===== src/rtl/alu_exec_unit.sv =====
// Multi-cycle execute unit: takes A/B and a 3-bit ALU code, produces the result DIGIT bits
// per cycle (LSB first, carry chained between chunks), then returns the result and N/Z/C/V flags.
module alu_exec_unit #(
  parameter int WIDTH = 32,
  parameter int DIGIT = 8
) (
  input  logic             clk,
  input  logic             rst,
  input  logic             in_valid,
  output logic             in_ready,
  input  logic [WIDTH-1:0] src_a,
  input  logic [WIDTH-1:0] src_b,
  input  logic [2:0]       alu_control,
  output logic             out_valid,
  input  logic             out_ready,
  output logic [WIDTH-1:0] result,
  output logic             zero,
  output logic             negative,
  output logic             carry,
  output logic             overflow,
  output logic             busy
);

  // state | meaning
  // IDLE  | waiting for an operation, in_ready high
  // BUSY  | processing one DIGIT-wide chunk per cycle
  // DONE  | result and flags presented until out_ready

  localparam int NCHUNK = WIDTH / DIGIT;
  localparam int CW     = (NCHUNK > 1) ? $clog2(NCHUNK) : 1;
  localparam logic [CW-1:0] LAST = CW'(NCHUNK - 1);

  localparam logic [2:0] OP_SUB = 3'b001;
  localparam logic [2:0] OP_AND = 3'b010;
  localparam logic [2:0] OP_OR  = 3'b011;
  localparam logic [2:0] OP_SLT = 3'b101;

  typedef enum logic [1:0] {IDLE, BUSY, DONE} state_t;

  state_t           state, state_nx;
  logic [WIDTH-1:0] a_reg, b_reg, acc;
  logic [2:0]       code_reg;
  logic             carry_reg;
  logic [CW-1:0]    cnt;

  logic             accept, last, sub_in, is_logic, is_slt;
  logic [DIGIT-1:0] a_k, b_k, s_k, r_k;
  logic             c_k, sum_msb, v_raw;
  logic [WIDTH-1:0] full, res_nx;

  assign accept   = in_valid & in_ready;
  assign last     = (cnt == LAST);
  assign sub_in   = (alu_control == OP_SUB) || (alu_control == OP_SLT);
  assign is_logic = (code_reg == OP_AND) || (code_reg == OP_OR);
  assign is_slt   = (code_reg == OP_SLT);

  always_ff @(posedge clk or negedge rst) begin
    if (!rst) state <= IDLE;
    else      state <= state_nx;
  end

  always_comb begin
    state_nx  = state;
    in_ready  = 1'b0;
    out_valid = 1'b0;
    busy      = 1'b1;
    case (state)
      IDLE: begin
        in_ready = 1'b1;
        busy     = 1'b0;
        if (in_valid) state_nx = BUSY;
      end
      BUSY: if (last) state_nx = DONE;
      DONE: begin
        out_valid = 1'b1;
        if (out_ready) state_nx = IDLE;
      end
      default: state_nx = IDLE;
    endcase
  end

  // Chunk datapath; upper chunks of acc may be stale, but each is overwritten before the last edge.
  always_comb begin
    a_k      = a_reg[cnt*DIGIT +: DIGIT];
    b_k      = b_reg[cnt*DIGIT +: DIGIT];
    {c_k, s_k} = {1'b0, a_k} + {1'b0, b_k} + {{DIGIT{1'b0}}, carry_reg};
    case (code_reg)
      OP_AND:  r_k = a_k & b_k;
      OP_OR:   r_k = a_k | b_k;
      default: r_k = s_k;
    endcase
    full = acc;
    full[cnt*DIGIT +: DIGIT] = r_k;
    sum_msb = full[WIDTH-1];
    v_raw   = (a_reg[WIDTH-1] == b_reg[WIDTH-1]) && (sum_msb != a_reg[WIDTH-1]);
    res_nx  = is_slt ? {{(WIDTH-1){1'b0}}, sum_msb ^ v_raw} : full;
  end

  always_ff @(posedge clk or negedge rst) begin
    if (!rst) begin
      a_reg     <= '0;
      b_reg     <= '0;
      acc       <= '0;
      code_reg  <= '0;
      carry_reg <= 1'b0;
      cnt       <= '0;
      result    <= '0;
      zero      <= 1'b0;
      negative  <= 1'b0;
      carry     <= 1'b0;
      overflow  <= 1'b0;
    end else if (accept) begin
      a_reg     <= src_a;
      b_reg     <= sub_in ? ~src_b : src_b;
      code_reg  <= alu_control;
      carry_reg <= sub_in;
      cnt       <= '0;
    end else if (state == BUSY) begin
      acc       <= full;
      carry_reg <= c_k;
      cnt       <= cnt + CW'(1);
      if (last) begin
        result   <= res_nx;
        zero     <= (res_nx == '0);
        negative <= res_nx[WIDTH-1];
        carry    <= is_logic ? 1'b0 : c_k;
        overflow <= is_logic ? 1'b0 : v_raw;
      end
    end
  end

endmodule


===== config.mk =====
export PLATFORM = sky130hd
export DESIGN_NAME = alu_exec_unit
export DESIGN_NICKNAME = d
export VERILOG_FILES = /design/src/rtl/alu_exec_unit.sv
export SDC_FILE = /design/constraint.sdc
export NUM_CORES = 1
export LEC_CHECK = 0
export BUFFER_PORTS_ARGS = -buffer_cell sky130_fd_sc_hd__buf_2
export CORE_MARGIN = 3
export CORE_UTILIZATION = 44
export CTS_BUF_LIST = sky130_fd_sc_hd__clkbuf_8
export DETAILED_ROUTE_END_ITERATION = 10
export HOLD_SLACK_MARGIN = 0.08
export PLACE_DENSITY = 0.75
export SYNTH_ARGS = -nofsm -noshare
export SYNTH_HDL_FRONTEND = slang
export SYNTH_SLANG_ARGS = --single-unit
export TNS_END_PERCENT = 1

===== constraint.sdc =====
create_clock -name clk -period 3.8 [get_ports clk]
set_clock_uncertainty 0.1 [all_clocks]
set_input_delay 0.38 -clock clk [delete_from_list [all_inputs] [get_ports clk]]
set_output_delay 0.38 -clock clk [all_outputs]
set_load 0.005 [all_outputs]

Yosys cells after proc, flatten, opt, wreduce, memory -nomap -nowiden
Index checks and enable logic that the tools add are counted.
- register bits: 140
- output and inout bits: 39
- logic and storage cells: 65
- add/sub/neg operators: 4
- equal/unequal tests: 13
- shift-type cells: 4
- multiplexer cells: 17
- bitwise operators: 6
- reductions and logical operators: 9
- operators by type and width (operator ; number):
    $mux W32 ; 2
    $shiftx A32 B6 Y8 ; 2
    $neg A5 Y34 ; 1
    $shift A8 B34 Y32 const A ; 1
    $shiftx A8 B34 Y32 ; 1
    $bwmux W32 ; 1
    $logic_not A32 Y1 ; 1
    $not A32 Y32 ; 1
    $pmux W8 S2 ; 1
    $mux W2 ; 5
    $add A8 B8 Y9 ; 1
    $add A9 B1 Y9 ; 1
    $and A8 B8 Y8 ; 1
    $or A8 B8 Y8 ; 1
    $mux W1 ; 7
    $eq A3 B2 Y1 const B ; 2
    $eq A3 B3 Y1 const B ; 2
    $ne A2 B2 Y1 const B ; 3
    $pmux W2 S3 ; 1
    $reduce_and A3 Y1 ; 2
    $eq A2 B2 Y1 const B ; 2
    $eq A3 B1 Y1 const B ; 1
    $add A2 B1 Y2 const B ; 1
    $eq A2 B1 Y1 const B ; 1
    other kinds (10) ; 11

Logic depth before layout (Yosys ltp)
Gate-level depths: netlist of run 1.
- depth after elaboration: 11
- gate-level depth with buffers: 13

Worst setup path before layout of run 1
OpenSTA, ideal clock, no wires.
- path kind: reg2reg
- start: register cnt[0]
- end: register zero
- arrival: 3.403 ns
- data required time: 3.574 ns
- setup slack: 0.172 ns
- cell stages (with the launch flop): 14
- buffers on the path: 3
- clock period less this slack: 3.628 ns
- path through: dfrtp_1 buf_2 buf_2 mux4_2 inv_1 ha_1 nor2b_1 o31a_1 or3_1 and3_1 clkbuf_1 a22o_1 a31oi_1 o41ai_2
- longest elaborated chain between the ends: 11
- RTL lines (item ; line ; text):
    start, declared ; 44 ; logic [CW-1:0] cnt;
    start signal, assigned ; 121 ; cnt <= cnt + CW'(1);
    $shiftx A32 B6 Y8, on equally long branches ; 84, 85 ;
    $add A8 B8 Y9 ; 86 ; {c_k, s_k} = {1'b0, a_k} + {1'b0, b_k} + {{DIGIT{1'b0}}, carry_reg};
    $add A9 B1 Y9 ; 86 ;
    $pmux W8 S2 ; 87 ; case (code_reg)
    $shiftx A8 B34 Y32 ; 93 ; full[cnt*DIGIT +: DIGIT] = r_k;
    $bwmux W32 ; 93 ;
    $ne A1 B1 Y1 ; 95 ; v_raw = (a_reg[WIDTH-1] == b_reg[WIDTH-1]) && (sum_msb != a_reg[WIDTH-1]);
    $logic_and A1 B1 Y1 ; 95 ;
    $xor A1 B1 Y1 ; 96 ; res_nx = is_slt ? {{(WIDTH-1){1'b0}}, sum_msb ^ v_raw} : full;
    $mux W32 ; 96 ;
    $logic_not A32 Y1 ; 124 ; zero <= (res_nx == '0);
    end signal, assigned ; 124 ;
    end, declared ; 17 ; output logic zero,
Parallel ways exist; a longest one is shown, timed or not.
A chain may end at the register's enable or synchronous reset.

Worst setup path in the final report of run 1
Same ends and word-level chain as after synthesis.

==> results of run 1 <==
how the worst min path moves through the flow:
| stage | startpoint | end | slack (ps) |
|---|---|---|---|
| 3_5_place_dp | rst | result[13] | 340 |
| 2_1_floorplan | rst | a_reg[0] | -20 |
| 3_3_place_gp | rst | result[30] | 330 |
| 4_1_cts | src_b[25] | b_reg[25] | 80 |
| 6_report | src_b[3] | b_reg[3] | 110 |
| 5_1_grt | src_b[31] | b_reg[31] | 100 |
area by class of cell:
class,instances,area [sq um]
fill,1379,7160
multi-input combinational,495,3510
clock inverter,12,171
clock buffer,19,262
sequential,139,3480
tap,216,270
timing repair buffer,165,1090
inverter,29,109
power by group:
group | internal [mW] | switching [mW]
sequential | 2.09 | 0.415
combinational | 2.17 | 3.11
clock | 0.742 | 0.580
through the flow:
stage,setup WS (ps),power (mW)
finish,199,9.12
global route,4.26,9.82
CTS,225,9.03
detailed placement,237,7.66
global placement,288,7.53
floorplan,172,6.04
layout by cell type (no fill, tap or decap), drive strengths merged, types with 3 or more instances in the layout:
cell,instances
nor3b,3
a211oi,3
mux2,39
nor4,4
and4,3
mux4,16
clkinv,6
o31ai,8
ha,22
clkbuf,19
and2,5
bufinv,4
o21ai,68
clkinvlp,3
o22ai,4
o2bb2ai,4
a21oi,53
a22oi,10
nand2,82
inv,28
a32o,4
xnor2,33
buf,128
a2111oi,7
a22o,7
nor2b,7
nor3,7
dlygate4sd3,37
a21o,4
nor2,59
dfrtp,139
o21a,3
nand2b,5
nand4,3
nand3,4
critical path, cell delays in order (launching register included):
cell,delay (ps)
sky130_fd_sc_hd__dfrtp_1,410
sky130_fd_sc_hd__buf_12,170
sky130_fd_sc_hd__mux4_2,550
sky130_fd_sc_hd__fa_1,420
sky130_fd_sc_hd__a21o_2,220
sky130_fd_sc_hd__a2111o_1,420
sky130_fd_sc_hd__o211ai_2,200
sky130_fd_sc_hd__o311ai_1,200
sky130_fd_sc_hd__a2111oi_1,430
sky130_fd_sc_hd__a31oi_1,150
sky130_fd_sc_hd__o41ai_2,210
repair_timing:
action / in CTS / in global routing
gates resized for setup: 0 / 3
buffers inserted: 0 / 0
setup endpoints to repair: 0 / 1
hold buffers: 37 / 0
hold endpoints to repair: 106 / 0
logic make-up (layout without fill, tap and decap cells):
logic type,count (synthesis),in the layout,share of synthesized area [%]
buf+inv,70,225,4.14
xor+xnor,33,33,3.97
compound gates,189,189,16.5
mux,57,57,11.3
simple gates,192,192,12.0
flops,139,139,47.8
fa+ha+maj,24,24,4.33
per-layer routing:
layer	track usage, %	part of all wire [%]
met1	28.7	43
met4	7.81	2.4
met3	5.22	6.2
met5	0	0
met2	35.5	48
==> impl_results.md, run 1 <==
- Fraction of post-synthesis cell area in the top cell type by area: a little under half
- Reg clk slew, reported paths: about 80 ps
- Setup-failing EPs final: 0
- Number of levels in the clock H-tree: 4
- Min cycle time layout: between 3000 and 4000 ps
- Max-cap violation count: 0
- Inserted Clock Buffers: 17
- Setup repair after global routing missed its margin: no
- # diodes: 0
- Maximum fanout encountered on the critical timing path: 14
- Antenna violations before repair: 0
- Worst Tran Pin Value: around 1100 ps
- Synthesized area: about 7300 sq um
- Normalized max-slew margin: 25.2%
- Hold violation total from the final report: 0
- Number of input and output port buffers inserted: 109
- Max Root-Sink Buffers: 2
- Clock sinks: between 100 and 150
- Number of flops mapped to enable cells by yosys: 0
- Data arrival, critical path: between 3000 and 4000 ps
- Root buffer cell: sky130_fd_sc_hd__clkbuf_8
- Clock latency on the worst-skew pair: roughly 460 ps
- Category of the most critical setup path: reg -> reg
- Remaining design rule violation count: 0
- Non-filler instance count after layout: 1075
- Setup crit end kind: flip-flop
- Top cell types by occurrence after synthesis: sky130_fd_sc_hd__dfrtp_1 (139), sky130_fd_sc_hd__nand2_1 (82), sky130_fd_sc_hd__o21ai_0 (67), sky130_fd_sc_hd__nor2_1 (59), sky130_fd_sc_hd__a21oi_1 (52)
- TritonRoute pass-1 iters: 5
- Main area contributors after synthesis: sky130_fd_sc_hd__dfrtp_1 (48%), sky130_fd_sc_hd__mux2_2 (6.0%), sky130_fd_sc_hd__mux4_2 (5.0%)
- CP startpoint kind: flip-flop
- Part of the Yosys area used for sequential elements: between 40% and 50%
- Average cell area after synthesis: roughly 10 sq um
- Status: finished clean
- Pin count of the biggest net entering global routing: 103
- Core footprint: 16100 sq um
- Global placement routability congestion: between 0.9 and 1
- Flops & latches, synth: 139
- Global-route wire length before repair: 30900 microns
- Net count of the mapped netlist: 799
- Slack of the worst reg-to-reg path: approximately 200 ps
- Peak supply drop: about 470 uV
- Final Instance Area: 8900 sq um
- Share of the clock period used by the worst path after layout: 94.8%
- Final hold slack: 107 ps
- Post-synthesis instance total: between 700 and 800
- Via count of the first global-routing pass: 5914
- Post-synthesis cell type with the largest combined area: sky130_fd_sc_hd__dfrtp_1
- Most used flip-flop cell after synthesis: sky130_fd_sc_hd__dfrtp_1
- 1st-iter DRT viols: 465
- Reg2reg path depth: 10
- End-of-flow core utilization: about 55%
- Max-slew violation count: 0
- Post-synthesis to final-layout area growth: 22.3%
- Setup TNS: 0 ps
- Die height: 135 microns
- Cell area reported after detailed placement: 8080 sq um
- Inst Count DP: 1007
- Total Wirelength: between 15000 and 20000 microns
- Setup crit end: zero
- Yosys warnings: 0
- DR vias: between 5k and 6k
- Hpwl dp: approximately 13000 microns
- Path category of the worst min-delay check: in -> reg
- Final #Nets: around 940
- Peak Freq: about 280 MHz
- Data required time at the worst endpoint: around 4000 ps
- Ratio of cells with drive above 1 in the final layout: 26.4%
- Overflow left after global routing: 0
- Origin of the worst setup path: cnt[0]
- Most common cell in the synthesized netlist: sky130_fd_sc_hd__dfrtp_1
- RR Startpoint: cnt[0]
- Post-synthesis async set-or-reset flop share: 100%
- Effective utilization at floorplan: around 45%
- Endpoint of the lowest-slack register-to-register path: zero
- Yosys cell types: 65
- Average wire length per cell after detail routing: 17.6 microns
- Number of instances on the worst hold path: 3
- Die W: roughly 130 microns
- PD cells: ~1000 nW/um^2
- Cell row count: 46
- Antenna Nets Post-Route: 0
- Clock tree from TritonCTS: built
- Num ports: 110
- Per-cell via count in the routed design: approximately 5.5
- GRT Overall Usage: approximately 22%
- Die Area: roughly 18000 sq um
- Leak pwr: 3.99 nW
No activity file was read; power rests on OpenSTA's default activity.
==> run 2: changes to the inputs <==
Settings changed: RECOVER_POWER from default to 100.
==> run 2 against run 1 <==
The run now ends with max-capacitance violations, max-slew violations left. First-iteration DRC count increased by 7.3%. Core utilization decreased by 0.48 points. Register-to-register slack got worse by 20 ps. Highest routed layer unchanged.
==> impl_results.md, run 2 (synthesis gave the netlist of run 1 again) <==
- Final #Nets: 942 (unchanged)
- Cell row count: 46 (unchanged)
- Setup crit end kind: flip-flop
- Clock sinks: 139 (unchanged)
- CP startpoint kind: flip-flop
- Share of the clock period used by the worst path after layout: 95.3% (+0.55 points)
- Peak Freq: 276 MHz (-0.58%)
- Violated checks: max-capacitance violations, max-slew violations
- Normalized max-slew margin: -33.1% (-58 points)
- Die height: 135 microns (unchanged)
- Maximum fanout encountered on the critical timing path: 14 (unchanged)
- TritonRoute pass-1 iters: 5 (unchanged)
- # diodes: 0 (unchanged)
- Data required time at the worst endpoint: 4060 ps (about the same)
- Commonest non-fill, non-tap cell in the layout: sky130_fd_sc_hd__dfrtp_1
- Number of instances on the worst hold path: 3 (unchanged)
- Core footprint: 16100 sq um (unchanged)
- Filler cell count in the final layout: 1401 (+1.6%)
- Remaining design rule violation count: 0 (unchanged)
- Average wire length per cell after detail routing: 17.6 microns (+0.17%)
- GRT Overall Usage: 21.8% (unchanged)
- Hold violation total from the final report: 0 (unchanged)
- Post-synthesis to final-layout area growth: 21.2%
- Pin count of the biggest net entering global routing: 103 (unchanged)
- Reg clk slew, reported paths: 80 ps (about the same)
- Smallest setup slack after layout: 178 ps (-21.0 ps)
- GRT busiest layer: met2
- DP Worst Slack: 237 ps (unchanged)
- Highest-count cells in the layout ignoring fill and taps: sky130_fd_sc_hd__dfrtp_1 (139), sky130_fd_sc_hd__buf_2 (92), sky130_fd_sc_hd__nand2_1 (82), sky130_fd_sc_hd__o21ai_0 (67), sky130_fd_sc_hd__nor2_1 (59)
- Met2 demand-to-capacity share in global routing: 35.5% (unchanged)
- Setup TNS: 0 ps (unchanged)
- Num ports: 110 (unchanged)
- Inserted Clock Buffers: 17 (unchanged)
- Inst Count DP: 1007 (unchanged)
- Number of input and output port buffers inserted: 109 (unchanged)
- Die W: 135 microns (unchanged)
- Status: finished with violations
- End-of-flow core utilization: 54.9% (-0.48 points)
- Met1 usage in global routing: 28.7% (unchanged)
- Leak pwr: 3.89 nW (-2.6%)
- Max Root-Sink Buffers: 2 (unchanged)
- Ratio of cells with drive above 1 in the final layout: 23.5% (-2.9 points)
- Data arrival, critical path: 3880 ps (+20 ps)
- Hpwl dp: 13100 microns (unchanged)
- M3 GR Usage: 5.22% (unchanged)
- Slack of the worst reg-to-reg path: 180 ps (-20 ps)
- Number of buffers added for setup after CTS: 0 (unchanged)
- Die Area: 18100 sq um (unchanged)
- Number of levels in the clock H-tree: 4 (unchanged)
- Per-cell via count in the routed design: 5.50 (+0.72%)
- Setup repair after global routing missed its margin: no
- Via count of the first global-routing pass: 5914 (unchanged)
- Clock latency on the worst-skew pair: 460 ps (about the same)
- Startpoint of the worst hold path: src_b[3]
- Global-route wire length before repair: 30900 microns (unchanged)
- Endpoint of the lowest-slack register-to-register path: zero
- Antenna violations before repair: 0 (unchanged)
- Min cycle time layout: 3620 ps (+21.0 ps)
- Global placement routability congestion: 0.927 (unchanged)
- Clock tree from TritonCTS: built
- Antenna Nets Post-Route: 0 (unchanged)
- PD cells: 1020 nW/um^2 (-0.44%)
- 1st-iter DRT viols: 499 (+7.3%)
- Category of the most critical setup path: reg -> reg
- Worst Tran Pin Value: 1990 ps (+867 ps)
- Root buffer cell: sky130_fd_sc_hd__clkbuf_8
- Effective utilization at floorplan: 45.3% (unchanged)
- Reg2reg path depth: 10 (unchanged)
- Path category of the worst min-delay check: in -> reg
- Overflow left after global routing: 0 (unchanged)
- Max-cap violation count: 3 (+3)
- Max-slew violation count: 209 (+209)
- Total Wirelength: 19000 microns (+0.17%)
- RR Startpoint: cnt[0]
- Non-filler instance count after layout: 1075 (unchanged)
- Setup-failing EPs final: 0 (unchanged)
- Peak supply drop: 472 uV (+0.15%)
- Capture endpoint of the worst hold path: b_reg[3]
- DR vias: 5915 (+0.72%)
-- run 2: cell types whose count changed in the layout (fill, tap and decap cells not counted), sizes merged --
| cell | previous run | this run |
|---|---|---|
| buf | 128 | 102 |
| clkbuf | 19 | 45 |
-- run 2: how the worst max path moves through the flow --
stage / depth (start not counted) / startpoint / end
2_1_floorplan: 13 / cnt[0] / zero
3_3_place_gp: 12 / cnt[0] / zero
3_5_place_dp: 12 / cnt[0] / zero
4_1_cts: 11 / cnt[0] / zero
5_1_grt: 10 / cnt[0] / zero
6_report: 10 / cnt[0] / zero
-- run 2: metal layers --
metal,vias up,wire (microns)
met3,28,1230
met1,2865,8180
met5,-,0
met4,0,406
li1,2783,-
met2,239,9140
-- run 2: worst max-delay path, stage by stage, from the launching register on --
cell                        delay [ps]
sky130_fd_sc_hd__dfrtp_1           410
sky130_fd_sc_hd__buf_12            170
sky130_fd_sc_hd__mux4_2            550
sky130_fd_sc_hd__fa_1              420
sky130_fd_sc_hd__a21o_2            230
sky130_fd_sc_hd__a2111o_1          420
sky130_fd_sc_hd__o211ai_2          210
sky130_fd_sc_hd__o311ai_1          200
sky130_fd_sc_hd__a2111oi_1         440
sky130_fd_sc_hd__a31oi_1           150
sky130_fd_sc_hd__o41ai_2           210
-- run 2: what timing repair did --
action / in CTS / in global routing
hold buffers: 37 / 0
endpoints found under the hold margin: 106 / 0
setup endpoints to repair: 0 / 1
gates resized for setup: 0 / 3
-- run 2: power breakdown --
part | internal (mW) | total, mW | switching [mW]
combinational | 2.06 | 5.16 | 3.11
clock | 0.742 | 1.32 | 0.581
sequential | 2.09 | 2.51 | 0.417
-- run 2: cell type report --
type / count / area (sq um) / area share, %
multi-input combinational: 495 / 3500 / 39.7
clock inverter: 12 / 171 / 1.94
timing repair buffer: 165 / 1030 / 11.7
clock buffer: 19 / 262 / 2.96
tap: 216 / 270 / 3.06
inverter: 29 / 109 / 1.23
sequential: 139 / 3480 / 39.4
-- run 2: metrics by stage --
step | hold slack (ps) | cell area (sq um) | power, mW
2_1_floorplan | -15.6 | 7280 | 6.04
3_3_place_gp | 334 | 8080 | 7.53
3_5_place_dp | 338 | 8080 | 7.66
4_1_cts | 83.4 | 8890 | 9.03
5_1_grt | 102 | 8820 | 9.69
6_report | 102 | 8820 | 9.00
==> run 3: changes to the inputs <==
Settings changed: ABC_AREA from default to 1, REMOVE_ABC_BUFFERS from default to 1.
==> run 3 against run 2 <==
The run still ends with max-capacitance violations, max-slew violations left. Flip-flop and latch count unchanged. Critical endpoint unchanged. Final cell count up 21%. Largest power group unchanged. Area after synthesis rose by 1.5%. Global-route usage fell by 1.1 points. Core utilization fell by 0.50 points. Critical path depth grew 10. Highest routed layer unchanged.
==> impl_results.md, run 3 <==
- Category of the most critical setup path: reg -> reg
- Cell-by-cell listing of the critical path: clkinvlp_4 -> nand2_1 -> a32oi_2 -> fa_1 -> inv_1 -> fa_1 -> nand2_1 -> nand2_1 -> nor2_1 -> nand4_1 -> nand2_1 -> nand2_1 -> nand2_1 -> nor2_1 -> nand2_1 -> nor2_1 -> nand3_1 -> nor2_1 -> nand4_1 -> nand2_1
- PD cells: 913 nW/um^2 (-11%)
- Cell area reported after detailed placement: 8100 sq um (+0.17%)
- Clock tree from TritonCTS: built
- Clock network fraction of total power: 14.5% (-0.2 points)
- Antenna violations before repair: 0 (unchanged)
- Reg clk slew, reported paths: 80 ps (about the same)
- Biggest cell delay along the critical path: 460 ps (-90 ps)
- Normalized max-slew margin: -30.9% (+2.2 points)
- Pin count of the biggest net entering global routing: 101 (-1.9%)
- Seq pwr share: 31.8% (+3.9 points)
- Setup crit end: zero
- Yosys cell types: 37 (-43%)
- Effective utilization at floorplan: 45.6% (+0.34 points)
- Min cycle time layout: 3390 ps (-230 ps)
- 1st-iter DRT viols: 546 (+9.4%)
- Peak supply drop: 382 uV (-19%)
- Leak pwr: 4.46 nW (+14%)
- Origin of the worst setup path: cnt[0]
- Yosys warnings: 0 (unchanged)
- Post-synthesis to final-layout area growth: 19.3%
- Worst Tran Pin Value: 1960 ps (-24.5 ps)
- Net switching power: 3.82 mW (-7.0%)
- RR Startpoint: cnt[0]
- Switching power as a share of total power: 47.5% (+1.9 points)
- Highest-count cells in the layout ignoring fill and taps: sky130_fd_sc_hd__nand2_1 (347), sky130_fd_sc_hd__dfrtp_1 (138), sky130_fd_sc_hd__o21ai_0 (88), sky130_fd_sc_hd__buf_2 (88), sky130_fd_sc_hd__inv_1 (77)
- Final hold slack: 123 ps (+20.2 ps)
- Clock sinks: 139 (unchanged)
- Top cell types by occurrence after synthesis: sky130_fd_sc_hd__nand2_1 (349), sky130_fd_sc_hd__dfrtp_1 (139), sky130_fd_sc_hd__o21ai_0 (80), sky130_fd_sc_hd__inv_1 (73), sky130_fd_sc_hd__nor2_1 (56)
- Root buffer cell: sky130_fd_sc_hd__clkbuf_8
- Cell row count: 46 (unchanged)
- Average wire length per cell after detail routing: 13.8 microns (-22%)
- Number of input and output port buffers inserted: 109 (unchanged)
- Setup-failing EPs final: 0 (unchanged)
- Clock latency on the worst-skew pair: 460 ps (about the same)
- CP startpoint kind: flip-flop
- Status: finished with violations
- DP Worst Slack: 427 ps (+190 ps)
- Slack of the worst reg-to-reg path: 410 ps (+230 ps)
- Hpwl dp: 12600 microns (-3.9%)
- Max Root-Sink Buffers: 2 (unchanged)
- Final #Nets: 1170 (+24%)
- Final Instance Area: 8800 sq um (-0.20%)
- Die height: 136 microns (+0.69%)
- Number of flops mapped to enable cells by yosys: 0 (unchanged)
- Cell type with the highest occurrence count on the critical path: sky130_fd_sc_hd__nand2_1
- Per-cell via count in the routed design: 5.03 (-8.6%)
- Startpoint of the worst hold path: src_b[12]
- Max-slew violation count: 180 (-14%)
- Fraction of post-synthesis cell area in the top cell type by area: 47.1% (-0.69 points)
- Number of levels in the clock H-tree: 4 (unchanged)
- Ratio of cells with drive above 1 in the final layout: 13.8% (-9.7 points)
- Number of buffers added for setup after CTS: 0 (unchanged)
- Flops & latches, synth: 139 (unchanged)
- Internal cell power: 4.22 mW (-14%)
- Total Wirelength: 17900 microns (-5.3%)
- Post-synthesis instance total: 949 (+35%)
- Inserted Clock Buffers: 17 (unchanged)
- Hold violation total from the final report: 0 (unchanged)
- Setup repair after global routing missed its margin: no
- Num ports: 110 (unchanged)
- Main area contributors after synthesis: sky130_fd_sc_hd__dfrtp_1 (47%), sky130_fd_sc_hd__nand2_1 (18%), sky130_fd_sc_hd__o21ai_0 (5.4%)
- # diodes: 0 (unchanged)
- Remaining design rule violation count: 0 (unchanged)
- Average cell area after synthesis: 7.78 sq um (-25%)
- Overflow left after global routing: 0 (unchanged)
- Data arrival, critical path: 3630 ps (-250 ps)
- Setup crit end kind: flip-flop
- Worst path slowest cell: sky130_fd_sc_hd__fa_1
- Share of the clock period used by the worst path after layout: 89.3% (-6.1 points)
- GRT Overall Usage: 20.7% (-1.1 points)
- Part of the Yosys area used for sequential elements: 47.1% (-0.69 points)
- Smallest setup slack after layout: 408 ps (+230 ps)
- Peak Freq: 295 MHz (+6.8%)
- Violated checks: max-capacitance violations, max-slew violations
- Commonest non-fill, non-tap cell in the layout: sky130_fd_sc_hd__nand2_1
- Maximum fanout encountered on the critical timing path: 11 (-3)
- Global-route wire length before repair: 30800 microns (-0.36%)
- TritonRoute pass-1 iters: 5 (unchanged)
- Global placement routability congestion: 0.875 (-5.5%)
- Post-synthesis cell type with the largest combined area: sky130_fd_sc_hd__dfrtp_1
- Synthesized area: 7380 sq um (+1.5%)
- Most common cell in the synthesized netlist: sky130_fd_sc_hd__nand2_1
- Antenna Nets Post-Route: 0 (unchanged)
- Overall power after layout: 8.04 mW (-11%)
- Die W: 136 microns (+0.69%)
- Reg2reg path depth: 20 (+10)
- Via count of the first global-routing pass: 6336 (+7.1%)
- Post-synthesis async set-or-reset flop share: 100% (unchanged)
- Data required time at the worst endpoint: 4040 ps (-20 ps)
- Path category of the worst min-delay check: in -> reg
- Endpoint of the lowest-slack register-to-register path: zero
- Die Area: 18400 sq um (+1.4%)
- Power share of the combinational group: 53.7% (-3.7 points)
- DR vias: 6552 (+11%)
- Most used flip-flop cell after synthesis: sky130_fd_sc_hd__dfrtp_1
- Max-cap violation count: 2 (-1)
- Core footprint: 16200 sq um (+0.72%)
==> run 3: worst min-delay path by stage <==
stage                       to  slack (ps)  cells past startpoint
global placement    result[29]         360                      2
CTS                  b_reg[12]         100                      3
floorplan             a_reg[0]         -20                      0
finish               b_reg[12]         120                      3
detailed placement   a_reg[14]         360                      2
global route         b_reg[10]         120                      3
==> run 3: power by group through the flow <==
| stage | combinational, mW | sequential, mW | clock (mW) |
|---|---|---|---|
| after CTS | 4.34 | 2.55 | 1.19 |
| after global routing | 5.00 | 2.64 | 1.25 |
| final | 4.32 | 2.55 | 1.16 |
| after global placement | 4.18 | 2.55 | 0 |
| after detailed placement | 4.29 | 2.57 | 0 |
| after floorplan | 3.00 | 2.54 | 0 |
==> run 3: cells by family (layout without fill, tap and decap cells) <==
group | after synthesis | count (layout) | share of synthesized area (%)
DFF | 139 | 139 | 47.1
AOI/OAI and AO/OA | 159 | 159 | 12.2
and+or+nand+nor | 464 | 464 | 25.7
xor gates and xnor gates | 32 | 32 | 3.80
buffers and inverters | 131 | 269 | 6.93
adders and majority gates | 24 | 24 | 4.27
==> run 3: per-layer routing <==
| layer | part of all wire, % | GRT usage (%) | vias to the layer above |
|---|---|---|---|
| met5 | 0 | 0 | - |
| met4 | 1.7 | 6.22 | 0 |
| met3 | 4.6 | 3.94 | 30 |
| met2 | 47 | 32.7 | 181 |
| met1 | 47 | 29.1 | 3035 |
| li1 | - | - | 3306 |
==> run 3: area by class of cell <==
cell class | instances | area [sq um]
tap | 216 | 270
clock inverter | 13 | 130
clock buffer | 18 | 248
sequential | 139 | 3480
timing repair buffer | 154 | 952
multi-input combinational | 679 | 3400
inverter | 84 | 322
fill | 1521 | 7370
==> run 3: metrics by stage <==
step,std cells,utilization (%),setup TNS (ps)
detailed placement,1236,50.1,0
finish,1303,54.4,0
CTS,1303,54.6,0
global route,1303,54.4,0
global placement,1236,50.1,0
floorplan,902,-,-9210
==> run 3: worst max-delay path: cells and delay by family (launching register included) <==
family,cells,cell delay (ps)
AO/OA/AOI/OAI,1,130
adder cells (fa/ha/maj),2,860
AND/OR/NAND/NOR,15,1420
flip-flops,1,450
buffers and inverters,2,320
==> run 3: repair_timing <==
item	in CTS	in global routing
hold endpoints to repair	112	0
gates resized for setup	0	4
endpoints found under the setup margin	0	1
hold buffers	36	0
